==> src/rtl/vga_timing_ctrl.sv <==
// Timing configuration controller for the VGA synchronizer: accepts host timing sets,
// validates them, and swaps them in at a frame boundary behind a synchronizer reset window.
module vga_timing_ctrl #(
    parameter int W         = 10,
    parameter int DEF_HSYNC = 95,
    parameter int DEF_LINE  = 793,
    parameter int DEF_VSYNC = 2,
    parameter int DEF_FRAME = 480,
    parameter int SETTLE    = 4,
    parameter int FCW       = 8
) (
    input  logic           clk,
    input  logic           rst,
    input  logic [W-1:0]   col,
    input  logic [W-1:0]   row,
    input  logic           cfg_valid,
    output logic           cfg_ready,
    input  logic [W-1:0]   cfg_hsync_pos,
    input  logic [W-1:0]   cfg_line_size,
    input  logic [W-1:0]   cfg_vsync_pos,
    input  logic [W-1:0]   cfg_frame_size,
    output logic [W-1:0]   hsync_pos,
    output logic [W-1:0]   line_size,
    output logic [W-1:0]   vsync_pos,
    output logic [W-1:0]   frame_size,
    output logic           sync_rst,
    output logic           frame_start,
    output logic           line_start,
    output logic [FCW-1:0] frame_count,
    output logic           cfg_err,
    output logic           busy
);
    localparam int SCW = (SETTLE > 1) ? $clog2(SETTLE) : 1;

    typedef enum logic [1:0] {ST_RUN, ST_PENDING, ST_SETTLE} state_t;

    state_t         state_reg, state_next;
    logic [W-1:0]   hsync_reg, hsync_next, line_reg, line_next;
    logic [W-1:0]   vsync_reg, vsync_next, frame_reg, frame_next;
    logic [W-1:0]   sh_hsync_reg, sh_hsync_next, sh_line_reg, sh_line_next;
    logic [W-1:0]   sh_vsync_reg, sh_vsync_next, sh_frame_reg, sh_frame_next;
    logic [SCW-1:0] settle_cnt_reg, settle_cnt_next;
    logic           sync_rst_reg, sync_rst_next;
    logic           frame_start_reg, frame_start_next;
    logic           line_start_reg, line_start_next;
    logic [FCW-1:0] frame_count_reg, frame_count_next;
    logic           cfg_err_reg, cfg_err_next;
    logic           frame_end, cfg_legal, xfer;

    // sync_rst is still high in RUN for the first cycle after reset, which keeps the host out.
    assign cfg_ready   = (state_reg == ST_RUN) && !sync_rst_reg;
    assign busy        = (state_reg != ST_RUN);
    assign hsync_pos   = hsync_reg;
    assign line_size   = line_reg;
    assign vsync_pos   = vsync_reg;
    assign frame_size  = frame_reg;
    assign sync_rst    = sync_rst_reg;
    assign frame_start = frame_start_reg;
    assign line_start  = line_start_reg;
    assign frame_count = frame_count_reg;
    assign cfg_err     = cfg_err_reg;

    assign frame_end = (col == line_reg - W'(1)) && (row == frame_reg - W'(1));
    assign cfg_legal = (cfg_line_size >= W'(2)) && (cfg_frame_size >= W'(2)) &&
                       (cfg_hsync_pos < cfg_line_size) && (cfg_vsync_pos < cfg_frame_size);
    assign xfer      = cfg_valid && cfg_ready;

    always_ff @(posedge clk or negedge rst) begin
        if (!rst) begin
            state_reg       <= ST_RUN;
            hsync_reg       <= W'(DEF_HSYNC);
            line_reg        <= W'(DEF_LINE);
            vsync_reg       <= W'(DEF_VSYNC);
            frame_reg       <= W'(DEF_FRAME);
            sh_hsync_reg    <= '0;
            sh_line_reg     <= '0;
            sh_vsync_reg    <= '0;
            sh_frame_reg    <= '0;
            settle_cnt_reg  <= '0;
            sync_rst_reg    <= 1'b1;
            frame_start_reg <= 1'b0;
            line_start_reg  <= 1'b0;
            frame_count_reg <= '0;
            cfg_err_reg     <= 1'b0;
        end else begin
            state_reg       <= state_next;
            hsync_reg       <= hsync_next;
            line_reg        <= line_next;
            vsync_reg       <= vsync_next;
            frame_reg       <= frame_next;
            sh_hsync_reg    <= sh_hsync_next;
            sh_line_reg     <= sh_line_next;
            sh_vsync_reg    <= sh_vsync_next;
            sh_frame_reg    <= sh_frame_next;
            settle_cnt_reg  <= settle_cnt_next;
            sync_rst_reg    <= sync_rst_next;
            frame_start_reg <= frame_start_next;
            line_start_reg  <= line_start_next;
            frame_count_reg <= frame_count_next;
            cfg_err_reg     <= cfg_err_next;
        end
    end

    always_comb begin
        state_next       = state_reg;
        hsync_next       = hsync_reg;
        line_next        = line_reg;
        vsync_next       = vsync_reg;
        frame_next       = frame_reg;
        sh_hsync_next    = sh_hsync_reg;
        sh_line_next     = sh_line_reg;
        sh_vsync_next    = sh_vsync_reg;
        sh_frame_next    = sh_frame_reg;
        settle_cnt_next  = settle_cnt_reg;
        sync_rst_next    = sync_rst_reg;
        cfg_err_next     = 1'b0;
        line_start_next  = !sync_rst_reg && (col == '0);
        frame_start_next = line_start_next && (row == '0);
        frame_count_next = frame_count_reg + (frame_start_next ? FCW'(1) : FCW'(0));

        case (state_reg)
            ST_RUN: begin
                sync_rst_next = 1'b0;
                if (xfer) begin
                    if (cfg_legal) begin
                        sh_hsync_next = cfg_hsync_pos;
                        sh_line_next  = cfg_line_size;
                        sh_vsync_next = cfg_vsync_pos;
                        sh_frame_next = cfg_frame_size;
                        state_next    = ST_PENDING;
                    end else begin
                        cfg_err_next  = 1'b1;
                    end
                end
            end
            ST_PENDING: begin
                if (frame_end) begin
                    hsync_next      = sh_hsync_reg;
                    line_next       = sh_line_reg;
                    vsync_next      = sh_vsync_reg;
                    frame_next      = sh_frame_reg;
                    sync_rst_next   = 1'b1;
                    settle_cnt_next = '0;
                    state_next      = ST_SETTLE;
                end
            end
            ST_SETTLE: begin
                if (settle_cnt_reg == SCW'(SETTLE - 1)) begin
                    sync_rst_next    = 1'b0;
                    frame_count_next = '0;
                    state_next       = ST_RUN;
                end else begin
                    settle_cnt_next  = settle_cnt_reg + SCW'(1);
                end
            end
            default: state_next = ST_RUN;
        endcase
    end
endmodule

==> config.mk <==
export PLATFORM = sky130hd
export DESIGN_NAME = vga_timing_ctrl
export DESIGN_NICKNAME = d
export VERILOG_FILES = /design/src/rtl/vga_timing_ctrl.sv
export SDC_FILE = /design/constraint.sdc
export NUM_CORES = 1
export LEC_CHECK = 0
export ABC_AREA = 1
export CAP_MARGIN = 20
export CORE_AREA = 2 2 117 108
export CTS_CLUSTER_DIAMETER = 150
export DETAILED_ROUTE_END_ITERATION = 8
export DIE_AREA = 0 0 119 110
export PLACE_DENSITY = 0.76
export REMOVE_ABC_BUFFERS = 1
export SYNTH_ARGS = -nofsm -noshare
export SYNTH_HDL_FRONTEND = slang
export SYNTH_SLANG_ARGS = --single-unit
==> constraint.sdc <==
create_clock -name clk -period 2.1 [get_ports clk]
set_input_delay 0.525 -clock clk [delete_from_list [all_inputs] [get_ports clk]]
set_output_delay 0.525 -clock clk [all_outputs]
set_load 0.01 [all_outputs]
==> impl_results.md <==
- Met2 wire len: about 11000 µm
- Ys async rst share: between 90% and 100%
- P_sw: around 0.0019 W
- Leak: 4.31 nW
- Seq pwr share: between 40% and 50%
- Clk pwr share: a little under a third
- Final hold vios: 0
- Initial antenna violation count: 2
- Synth top area share: 37.8%
- Row cnt: 38
- CP arrival: 2.82 ns
- Clk sinks: 96
- Clk_lat worst skew: 0.35 ns
- RSZ-0062 raised after global routing: true
- Status: finished with violations
- Max VDD drop: about 0.00048 V
- Most frequent cells after synthesis: nand2_1 (164), inv_1 (109), dfrtp_1 (79)
- Avg Inst Size Synth: around 8.0 µm²
- Number of synthesized flops with an enable pin: 0
- Startpoint types: register
- Final layout net count: ~980
- CP cell instances: inv_2, ha_4, inv_2, nand2_1, nand2_1, nand2_1, nor2_1, nand2_1, nor2_1, nand3_1, nor2_2, nand4_4, buf_8, buf_12, nand2_2, o21ai_1
- Max Fclk: about 0.39 GHz
- Mapped Area: 0.00523 mm²
- Most used cell, CP: nand2_1
- Critical register-to-register path endpoint: line_size[2]
- Avg WL per Cell: about 21 µm
- Dominant synthesized flop cell: dfrtp_1
- Cell Pwr Density: approximately 640 mW/mm²
- Most frequent cell after synthesis: nand2_1
- CTS root buf: clkbuf_16
- Slew HR: about three fifths
- Crit. End Element: register
- 1st-iter DRT viols: approximately 620
- Slew @ Worst Pin: between 0.5 and 0.6 ns
- # DRC: 0
- DR vias: approximately 6k
- R2R setup slack: -0.48 ns
- Grt ovf: 0
- DP HPWL: approximately 10000 µm
- Endpoints failing setup: 53
- Yosys reg bits: 96
- # H-tree levels: 3
- I/O Pins: 117
- Pint: 0.00378 W
- Area of all placed cells without fillers: around 0.009 mm²
- Combinational power share: between 20% and 30%
- Failing checks: setup timing
- Yosys cell types: 35
- Post-layout util: between 70% and 80%
- Max_cap viols: 0
- Worst hold slack: roughly 0.16 ns
- Core ar.: 0.0118 mm²
- Worst-path maximum fanout: 10
- Uppermost routed layer: met4
- Routed vias/inst: approximately 5.7
- Largest net degree at the start of global routing: between 40 and 50
- Largest cells by area after synthesis: dfrtp_1 (38%), nand2_1 (12%), dfstp_2 (8.5%)
- R2R depth: 16
- Die ar.: 0.0131 mm²
- CTS tree: yes
- Worst min path class: primary input to asynchronous set/reset pin
- Tcrit/Tclk final: 123%
- Setup ws final: -0.480 ns
- Net Sw Frac: between 30% and 40%
- WP buf/inv: 4
- Post-DRT Antenna Nets: 0
- Drt first pass iters: 8
- Detailed-route wire length on metal 1: ~8000 µm
- WP data required: 2.34 ns
- Power, Total: ~0.0057 W
- Fillers: between 600 and 700
- Met3 routed WL: roughly 2200 µm
- Placed inst area: around 0.007 mm²
- Sequential fraction of the synthesis area: 46.3%
- Worst slack, placed: -0.744 ns
- Final min period: about 2.6 ns
- Post-synth top area cell: dfrtp_1
- CP Class: register to register
- Die height: 110 µm
- Number of global-route vias before repair: 5648
- GPL Wtd Cong: roughly 0.91
- Critical-path top delay cell: dfstp_2
- Max Buffers Root-to-Sink: 2
- First-pass GRT wire length: about 29000 µm
- Tot GR Track Use: 28.5%
- Reg2reg start: line_size[0]
- Starting density of the core: 44.2%
- Synth warnings: 0
- Clock transition at path regs: about 0.07 ns
- Final WL: between 20000 and 25000 µm
- Buffers on Ports: between 100 and 150
- Max Transition Viols Final: 0
- Fraction of layout cells with a size suffix above 1: 43.6%
- Cell family with most CP delay: simple AND/OR/NAND/NOR gates
- Num CTS Buffers: 9
- Clock Skew: between 0.006 and 0.007 ns
- P&R area growth vs syn: 70.2%
- Post-synthesis cell count: between 600 and 700
- Worst path max stage delay: 0.55 ns
- Chip width: about 120 µm
-- routing by layer --
metal	track usage, %	vias to the layer above
li1	-	2559
met1	34.0	2841
met2	48.7	471
met3	4.78	136
met4	18.0	0
met5	0	-
-- worst max path at each step --
stage,slack (ns),cells past startpoint,startpoint,to
floorplan,-1.82,10,cfg_line_size[7],sh_frame_reg[0]
global placement,-0.61,12,col[9],frame_count[6]
detailed placement,-0.74,12,cfg_line_size[7],sh_hsync_reg[3]
CTS,-0.14,15,line_size[0],line_size[1]
global route,-0.53,16,line_size[0],frame_size[4]
finish,-0.48,16,line_size[0],line_size[2]
-- power groups by stage --
stage	clock, W	sequential (W)	combinational [W]
after detailed placement	0	0.00239	0.00102
final	0.00174	0.00240	0.00153
after global placement	0	0.00238	0.000974
after global routing	0.00181	0.00242	0.00164
after CTS	0.00170	0.00236	0.00123
after floorplan	0	0.00236	0.000567
-- kinds of logic after synthesis --
| logic type | count (synthesis) | share of synthesized area [%] |
|---|---|---|
| AO/OA/AOI/OAI | 111 | 12.5 |
| XOR/XNOR | 11 | 1.84 |
| adder cells (fa/ha/maj) | 23 | 5.50 |
| buffers and inverters | 128 | 10.3 |
| flip-flops | 96 | 46.3 |
| AND/OR/NAND/NOR | 282 | 23.6 |
-- worst register-to-register path, delay by kind of cell (launching register included) --
kind,cells,cell delay (ns)
AOI/OAI and AO/OA,1,0.06
adders and majority gates,1,0.23
buffers and inverters,4,0.49
DFF,1,0.55
and+or+nand+nor,10,1.14
-- stage by stage --
step	std cells	TNS, ns
floorplan	634	-137.36
global placement	981	-44.20
detailed placement	981	-50.18
CTS	1047	-4.69
global route	1058	-22.24
finish	1060	-19.85
-- layout make-up --
type / count / area (µm²) / share of cell area [%]
Antenna cell: 4 / 10.0 / 0.112
Clock buffer: 9 / 225 / 2.53
Clock inverter: 7 / 76.3 / 0.857
Inverter: 111 / 422 / 4.74
Multi-Input combinational cell: 427 / 3120 / 35.0
Sequential cell: 96 / 2420 / 27.2
Tap cell: 160 / 200 / 2.25
Timing Repair Buffer: 246 / 2430 / 27.3
-- repair_timing --
action	CTS	global route
setup endpoints to repair	92	96
pin swaps	50	50
hold buffers	0	0
resized for setup	278	149
cloned	11	5
buffers inserted	40	9
-- placed cells by master (no fill, tap or decap), types with 17 or more instances in the layout --
| cell | n |
|---|---|
| nand3_1 | 21 |
| buf_4 | 99 |
| inv_2 | 23 |
| o21ai_0 | 32 |
| ha_4 | 21 |
| nand2_4 | 19 |
| inv_1 | 85 |
| nand2_2 | 35 |
| dfrtp_1 | 79 |
| dfstp_2 | 17 |
| nor2_1 | 31 |
| buf_2 | 23 |
| buf_6 | 17 |
| o21ai_2 | 37 |
| nand2_1 | 128 |
| clkdlybuf4s50_1 | 52 |
Note: power is estimated with default switching activity, not from simulation.
